**src/rtl/avr_irq_ctrl_if.sv**
```systemverilog
// ============================================================================
// Module   : avr_irq_ctrl_if
// Purpose  : Bundles the core-facing signals of the AVR interrupt controller:
//            the I/O-mapped register bus and the iflag/ivect/ack handshake.
// Signals  : io_a     6  core I/O address
//            io_re    1  core I/O read strobe
//            io_we    1  core I/O write strobe
//            io_do    8  write data from the core
//            io_di    8  read data to the core (0 when not selected/reading)
//            iflag    1  interrupt request to the core
//            ivect    2  vector presented to the core
//            ack_stb  1  one-cycle acknowledge pulse from the core
//            ack_vect 2  vector being acknowledged
// Modports : master = core side, slave = interrupt controller side
// Revision : 1.0 - initial release
// ============================================================================
`default_nettype none

interface avr_irq_ctrl_if;
    logic [5:0] io_a;
    logic       io_re;
    logic       io_we;
    logic [7:0] io_do;
    logic [7:0] io_di;
    logic       iflag;
    logic [1:0] ivect;
    logic       ack_stb;
    logic [1:0] ack_vect;

    modport master (
        output io_a, io_re, io_we, io_do, ack_stb, ack_vect,
        input  io_di, iflag, ivect
    );

    modport slave (
        input  io_a, io_re, io_we, io_do, ack_stb, ack_vect,
        output io_di, iflag, ivect
    );
endinterface

`default_nettype wire

```
**src/rtl/avr_irq_ctrl.sv**
```systemverilog
// ============================================================================
// Module   : avr_irq_ctrl
// Purpose  : Registered interrupt controller between four peripheral IRQ
//            lines and the avr_core iflag/ivect inputs. Latches edge requests,
//            follows level requests, masks per source, arbitrates, and holds
//            the presented vector until the core acknowledges it.
// Ports    : clk     1  system clock
//            rst_n   1  asynchronous active-low reset
//            irq_in  4  raw request lines (bit 0 = highest fixed priority)
//            bus        avr_irq_ctrl_if.slave (I/O bus + iflag/ivect/ack)
// Registers: IO_BASE+0 IPR (pending, W1C for edge bits)
//            IO_BASE+1 IMR (enable mask)
//            IO_BASE+2 ITR (1 = rising edge, 0 = level)
//            IO_BASE+3 ISR (RO: [7] in REQ, [5:4] last vector, [1:0] ivect)
// Options  : AVR_IRQ_RR_EN - when defined, rotating priority starting after
//            the last acknowledged vector; otherwise fixed 0 > 1 > 2 > 3.
// Revision : 1.0 - initial release
// ============================================================================
`default_nettype none

module avr_irq_ctrl #(
    parameter logic [5:0] IO_BASE = 6'h24,
    parameter int         HOLDOFF = 2
) (
    input  logic           clk,
    input  logic           rst_n,
    input  logic [3:0]     irq_in,
    avr_irq_ctrl_if.slave  bus
);

    typedef enum logic [1:0] {
        S_IDLE = 2'd0,
        S_REQ  = 2'd1,
        S_HOLD = 2'd2
    } state_t;

    localparam logic [3:0] HOLD_LAST = 4'(HOLDOFF - 1);

    state_t     state_q, state_d;
    logic [3:0] hold_cnt_q, hold_cnt_d;
    logic [3:0] irq_prev_q;
    logic [3:0] pend_q, pend_d;
    logic [3:0] imr_q, imr_d;
    logic [3:0] itr_q, itr_d;
    logic [1:0] last_q, last_d;
    logic [1:0] ivect_q, ivect_d;
    logic       iflag_q;

    logic [5:0] w_off;
    logic       w_sel;
    logic       w_wr;
    logic [3:0] w_elig;
    logic [1:0] w_win;
    logic       w_ack_ok;
    logic [3:0] w_rise;
    logic [3:0] w_w1c;
    logic [3:0] w_ack_clr;
    logic [3:0] w_mode_drop;
    logic [7:0] w_rdata;
    logic       w_unused;

    // Offset wraps to a large value for addresses below IO_BASE, so a single
    // unsigned compare selects the four-register window.
    assign w_off = bus.io_a - IO_BASE;
    assign w_sel = (w_off < 6'd4);
    assign w_wr  = bus.io_we & w_sel;

    assign w_unused = &{1'b0, bus.io_do[7:4]};

    assign w_elig   = pend_q & imr_q;
    assign w_ack_ok = (state_q == S_REQ) && bus.ack_stb && (bus.ack_vect == ivect_q);

    // ------------------------------------------------------------------
    // Request capture
    // ------------------------------------------------------------------
    assign w_rise      = irq_in & ~irq_prev_q;
    assign w_w1c       = (w_wr && (w_off == 6'd0)) ? bus.io_do[3:0] : 4'h0;
    assign w_ack_clr   = w_ack_ok ? (4'b0001 << ivect_q) : 4'h0;
    // Bits switched from edge to level lose their latched edge immediately.
    assign w_mode_drop = (w_wr && (w_off == 6'd2)) ? (itr_q & ~bus.io_do[3:0]) : 4'h0;

    for (genvar gi = 0; gi < 4; gi++) begin : g_pend
        // Edge mode: a new rising edge beats any clear arriving the same cycle.
        assign pend_d[gi] = itr_q[gi]
            ? (~w_mode_drop[gi] & (w_rise[gi] | (pend_q[gi] & ~w_w1c[gi] & ~w_ack_clr[gi])))
            : irq_in[gi];
    end

    always_comb begin
        imr_d = imr_q;
        itr_d = itr_q;
        if (w_wr && (w_off == 6'd1)) imr_d = bus.io_do[3:0];
        if (w_wr && (w_off == 6'd2)) itr_d = bus.io_do[3:0];
    end

    // ------------------------------------------------------------------
    // Arbitration
    // ------------------------------------------------------------------
`ifdef AVR_IRQ_RR_EN
    logic [1:0] rr_ptr_q;
    logic [1:0] w_idx;

    // Scan from the far end back towards the pointer so the source closest
    // to the pointer (in wrap order) is the last, winning assignment.
    always_comb begin
        w_win = 2'd0;
        w_idx = 2'd0;
        for (int k = 3; k >= 0; k--) begin
            w_idx = rr_ptr_q + 2'(k);
            if (w_elig[w_idx]) w_win = w_idx;
        end
    end

    always_ff @(posedge clk or negedge rst_n) begin
        if (!rst_n) begin
            rr_ptr_q <= 2'd0;
        end else if (w_ack_ok) begin
            rr_ptr_q <= ivect_q + 2'd1;
        end
    end
`else
    always_comb begin
        w_win = 2'd0;
        for (int k = 3; k >= 0; k--) begin
            if (w_elig[k]) w_win = 2'(k);
        end
    end
`endif

    // ------------------------------------------------------------------
    // Request FSM
    // ------------------------------------------------------------------
    always_comb begin
        state_d    = state_q;
        ivect_d    = ivect_q;
        last_d     = last_q;
        hold_cnt_d = hold_cnt_q;
        case (state_q)
            S_IDLE: begin
                if (|w_elig) begin
                    ivect_d = w_win;
                    state_d = S_REQ;
                end
            end
            S_REQ: begin
                // The presented vector is frozen; only an ack or loss of
                // eligibility of that very source moves the FSM on.
                if (w_ack_ok) begin
                    last_d     = ivect_q;
                    hold_cnt_d = 4'd0;
                    state_d    = S_HOLD;
                end else if (!w_elig[ivect_q]) begin
                    state_d = S_IDLE;
                end
            end
            S_HOLD: begin
                if (hold_cnt_q == HOLD_LAST) begin
                    state_d = S_IDLE;
                end else begin
                    hold_cnt_d = hold_cnt_q + 4'd1;
                end
            end
            default: begin
                state_d = S_IDLE;
            end
        endcase
    end

    always_ff @(posedge clk or negedge rst_n) begin
        if (!rst_n) begin
            state_q    <= S_IDLE;
            hold_cnt_q <= 4'd0;
            irq_prev_q <= 4'h0;
            pend_q     <= 4'h0;
            imr_q      <= 4'h0;
            itr_q      <= 4'h0;
            last_q     <= 2'd0;
            ivect_q    <= 2'd0;
            iflag_q    <= 1'b0;
        end else begin
            state_q    <= state_d;
            hold_cnt_q <= hold_cnt_d;
            irq_prev_q <= irq_in;
            pend_q     <= pend_d;
            imr_q      <= imr_d;
            itr_q      <= itr_d;
            last_q     <= last_d;
            ivect_q    <= ivect_d;
            iflag_q    <= (state_d == S_REQ);
        end
    end

    // ------------------------------------------------------------------
    // Register read path (drives a wired-OR bus, so idle value is zero)
    // ------------------------------------------------------------------
    always_comb begin
        w_rdata = 8'h00;
        if (bus.io_re && w_sel) begin
            case (w_off)
                6'd0:    w_rdata = {4'h0, pend_q};
                6'd1:    w_rdata = {4'h0, imr_q};
                6'd2:    w_rdata = {4'h0, itr_q};
                6'd3:    w_rdata = {(state_q == S_REQ), 1'b0, last_q, 2'b00, ivect_q};
                default: w_rdata = 8'h00;
            endcase
        end
    end

    assign bus.io_di = w_rdata;
    assign bus.iflag = iflag_q;
    assign bus.ivect = ivect_q;

endmodule

`default_nettype wire

```
**src/flat_wrapper.sv**
```systemverilog
// flat-port wrapper written by rule: the top's interface ports become plain ports
module avr_irq_ctrl_flat 
#(
    parameter logic [5:0] IO_BASE = 6'h24,
    parameter int         HOLDOFF = 2
)
  (clk, rst_n, irq_in, bus_io_a, bus_io_re, bus_io_we, bus_io_do, bus_ack_stb, bus_ack_vect, bus_io_di, bus_iflag, bus_ivect);
  avr_irq_ctrl_if bus_i ();
  input  logic clk;
  input  logic rst_n;
  input  logic [3:0] irq_in;
  input wire logic [$bits(bus_i.io_a)-1:0] bus_io_a;
  input wire logic [$bits(bus_i.io_re)-1:0] bus_io_re;
  input wire logic [$bits(bus_i.io_we)-1:0] bus_io_we;
  input wire logic [$bits(bus_i.io_do)-1:0] bus_io_do;
  input wire logic [$bits(bus_i.ack_stb)-1:0] bus_ack_stb;
  input wire logic [$bits(bus_i.ack_vect)-1:0] bus_ack_vect;
  output wire logic [$bits(bus_i.io_di)-1:0] bus_io_di;
  output wire logic [$bits(bus_i.iflag)-1:0] bus_iflag;
  output wire logic [$bits(bus_i.ivect)-1:0] bus_ivect;
  assign bus_i.io_a = bus_io_a;
  assign bus_i.io_re = bus_io_re;
  assign bus_i.io_we = bus_io_we;
  assign bus_i.io_do = bus_io_do;
  assign bus_i.ack_stb = bus_ack_stb;
  assign bus_i.ack_vect = bus_ack_vect;
  assign bus_io_di = bus_i.io_di;
  assign bus_iflag = bus_i.iflag;
  assign bus_ivect = bus_i.ivect;
  avr_irq_ctrl #(.IO_BASE(IO_BASE), .HOLDOFF(HOLDOFF)) u_core (.clk(clk), .rst_n(rst_n), .irq_in(irq_in), .bus(bus_i));
endmodule
```
**config.mk**
```make
export PLATFORM = sky130hd
export DESIGN_NAME = avr_irq_ctrl_flat
export DESIGN_NICKNAME = d
export VERILOG_FILES = /design/src/rtl/avr_irq_ctrl_if.sv /design/src/rtl/avr_irq_ctrl.sv /design/src/flat_wrapper.sv
export SDC_FILE = /design/constraint.sdc
export NUM_CORES = 1
export LEC_CHECK = 0
export ABC_AREA = 1
export CAP_MARGIN = 20
export CORE_MARGIN = 1
export CORE_UTILIZATION = 44
export DETAILED_ROUTE_END_ITERATION = 12
export HOLD_SLACK_MARGIN = 0.08
export PLACE_DENSITY_LB_ADDON = 0.3
export SLEW_MARGIN = 20
export SYNTH_ARGS = -nofsm -noshare
export SYNTH_HDL_FRONTEND = slang
export SYNTH_SLANG_ARGS = --single-unit
```
**constraint.sdc**
```tcl
create_clock -name clk -period 1.3 [get_ports clk]
set_clock_uncertainty 0.15 [all_clocks]
set_input_delay 0.26 -clock clk [delete_from_list [all_inputs] [get_ports clk]]
set_output_delay 0.26 -clock clk [all_outputs]
set_load 0.02 [all_outputs]
```
==> metrics.txt <==
outcome=complete, but fails checks; failing checks=negative setup slack; Critical R2R Launch=u_core.state_q[1]; Yosys Warn Count=0; htree depth=1; Root Driver=clkbuf_4; largest net degree at the start of global routing=28; Mapped Cells=204; Area Growth Syn to Fin=82.1%; met3 GRT Util=0.0448; Crit-path slowest cell=nor2_4; CP startpoint=bus_io_a[3]; cell-internal power=approximately 2.1 mW; Site Rows=20; CTS buffer count=3; Sw Share=0.425; NetSw=1.54 mW; CTS tree=done; number of hold violations in the final report=0; Yosys top cell area share=0.447; Via density=5.84; Inst Count DP=318; post-synthesis sequential area ratio=0.447; Final min period=1.86 ns; critical path class=input port to output port; Setup TNS=-8.83 ns; Seq cells post-synth=27; DRC viols=0; Max Fclk=537 MHz; Synth area leader=dfrtp_1; PwrDens=1320 nW/um^2; most common cell in the netlist=nand2_1; CP top delay family=simple AND/OR/NAND/NOR gates; Routed Antenna Nets=0; Die W=about 60 microns; Worst Path Max Fanout=5; Vias=1962; core area=approximately 3200 sq um; Worst setup SP type=input port; ys async rst share=1.00; busiest grt layer=met2; fin nets=320; EDFF count, synth=0; Synth Area per Inst=7.41 sq um; Setup WS post-layout=-0.560 ns; met1 Resource Use GR=0.342; number of top-level pins=36; maxcap violations=0; layout cells sized above 1=0.493; dominant synthesized flop cell=dfrtp_1; drt pass-1 iters=4; fillers=roughly 150; top cells by count, synth=nand2_1, dfrtp_1, inv_1; drt wl/cell=19.6 microns; Critical Path, Cell by Cell=buf_8, inv_12, nand2_4, nor2_4, nand2_4, nor2_4, nand2_1, nand2_1, nor2_2, nor2_2, buf_6; # port buffers=30; Synth area leaders=dfrtp_1, nand2_1, inv_1, nand3_1, o21ai_0; grt ovf=0; unrepaired setup endpoints after global routing=true; Yosys cell types=27; reg2reg setup slack=-0.45 ns; DRT iter0 DRCs=155; WL final=6.60 mm; mapped cell area=1510 sq um; CP endpoint kind=output port; first-pass GRT wire length=about 7.6 mm; RePlAce Congestion=0.881; initial antenna violation count=0; clock power share=0.111; setup violators final=28; # diodes=0; vias in the first global route=1723; Max VDD drop=957 uV; DP HPWL=approximately 3.3 mm; crit path buf inv count=3; Non-Filler Instances=~340; Comb power frac=0.548; slowest stage delay, CP=0.19 ns; Static Leak=1.34 nW; crit path DAT=1.45 ns; worst-skew pair later-pin latency=~0.35 ns; Max Transition Viols Final=0; total track usage=0.286; Worst Hold Class=input port to async pin; Initial Util=0.479; Die ar.=between 3000 and 4000 sq um; Max Root-Sink Buffers=2; Data required, critical path=0.89 ns; global-route track usage on met2=0.502; clock edge transition at the registers on the reported setup and hold paths=0.17 ns; multi-input combinational cell area=1020 sq um; # clock sinks=27; Flop pwr share=0.341; crit share post-route=1.43; register area=678 sq um; Synth Net Count=231; Chip Height=60.6 microns
-- layer usage --
metal  share of wire  wire, microns
met2            0.51           3360
met3           0.077            505
met4           0.059            387
met1            0.35           2340
met5               0              0
-- cells in the final DEF (no fill, tap or decap), types with 2 or more instances in the layout --
cell	Yosys	layout
o21ai_0	12	4
buf_8	0	2
xor2_1	2	2
inv_2	2	4
nand4_1	7	7
dfrtp_1	27	25
a31oi_4	0	2
clkbuf_4	0	3
buf_6	0	25
buf_12	0	3
inv_1	25	20
ha_1	2	2
o21ai_1	5	9
nor2_2	2	5
nor2_1	13	2
nor2_4	2	10
dfrtp_2	0	2
o21ai_2	0	3
buf_2	1	2
o22ai_2	0	2
nand2_4	0	11
buf_4	4	41
nand2_1	69	51
clkdlybuf4s50_1	0	13
clkdlybuf4s15_2	0	2
nand2_2	4	10
nand3_4	0	2
nand3_2	1	5
nand3_1	13	7
-- worst register-to-register path, cell delays in order (launching register included) --
cell	delay, ns
dfrtp_1	0.44
inv_2	0.10
nand2_4	0.07
buf_4	0.13
buf_6	0.12
inv_2	0.05
nand2_2	0.05
nor2_4	0.15
buf_6	0.13
nand3_2	0.08
nand2_1	0.11
o21ai_1	0.08
-- registers in the layout (all words and copies together) (netlist names) --
name and count:
u_core.bus.iflag 1, u_core.bus.ivect 2, u_core.hold_cnt_q 4, u_core.imr_q 4, u_core.irq_prev_q 4, u_core.itr_q 4
u_core.last_q 2, u_core.pend_q 4, u_core.state_q 2
-- power by group through the flow --
stage | sequential [mW] | clock (mW) | combinational (mW)
2_1_floorplan | 1.24 | 0 | 0.596
3_5_place_dp | 1.17 | 0 | 1.31
3_3_place_gp | 1.16 | 0 | 1.26
6_report | 1.24 | 0.401 | 1.99
5_1_grt | 1.25 | 0.451 | 2.09
4_1_cts | 1.18 | 0.388 | 1.50
-- stage by stage --
stage / worst slack, ns / total power [mW] / utilization / hold WS [ns] / area [sq um]
after floorplan: -0.199 / 1.84 / - / -0.186 / 1650
after global placement: -1.31 / 2.43 / 0.737 / 0.326 / 2320
after detailed placement: -1.38 / 2.48 / 0.737 / 0.340 / 2320
after CTS: -0.433 / 3.07 / 0.793 / 0.111 / 2500
after global routing: -0.649 / 3.79 / 0.873 / 0.0674 / 2750
final: -0.560 / 3.63 / 0.873 / 0.0865 / 2750
-- cell families (layout without fill, tap and decap cells) --
| group | after synthesis | after routing | share of synthesized area |
|---|---|---|---|
| buffers and inverters | 32 | 120 | 0.0902 |
| AOI/OAI and AO/OA | 25 | 25 | 0.0911 |
| xor gates and xnor gates | 3 | 3 | 0.0174 |
| DFF | 27 | 27 | 0.447 |
| other | 1 | 1 | 0.00248 |
| and+or+nand+nor | 114 | 114 | 0.335 |
| adders and majority gates | 2 | 2 | 0.0166 |
-- final timing paths --
| check | to | cells past startpoint |
|---|---|---|
| setup reg to reg | u_core.pend_q[2] | 11 |
| max in group asynchronous | u_core.imr_q[2] | 2 |
| setup / recovery | bus_io_di[1] | 11 |
| min in group clk | u_core.irq_prev_q[0] | 1 |
| hold reg to reg | u_core.last_q[0] | 2 |
| hold / removal | u_core.imr_q[0] | 2 |
-- area by class of cell --
type                    count  area share
repair buffers             89       0.309
clock buffers               3     0.00818
well taps                  44      0.0200
clock inverters             1     0.00182
multi-input cells         145       0.370
flip-flops and latches     27       0.246
inverters                  27      0.0441
-- repair_timing --
action	in CTS	in global routing
buffers inserted	3	11
gates resized for setup	123	41
pin swaps	22	21
hold buffers	0	0
endpoints found under the setup margin	32	29
Power figures use the tool's default switching activity.
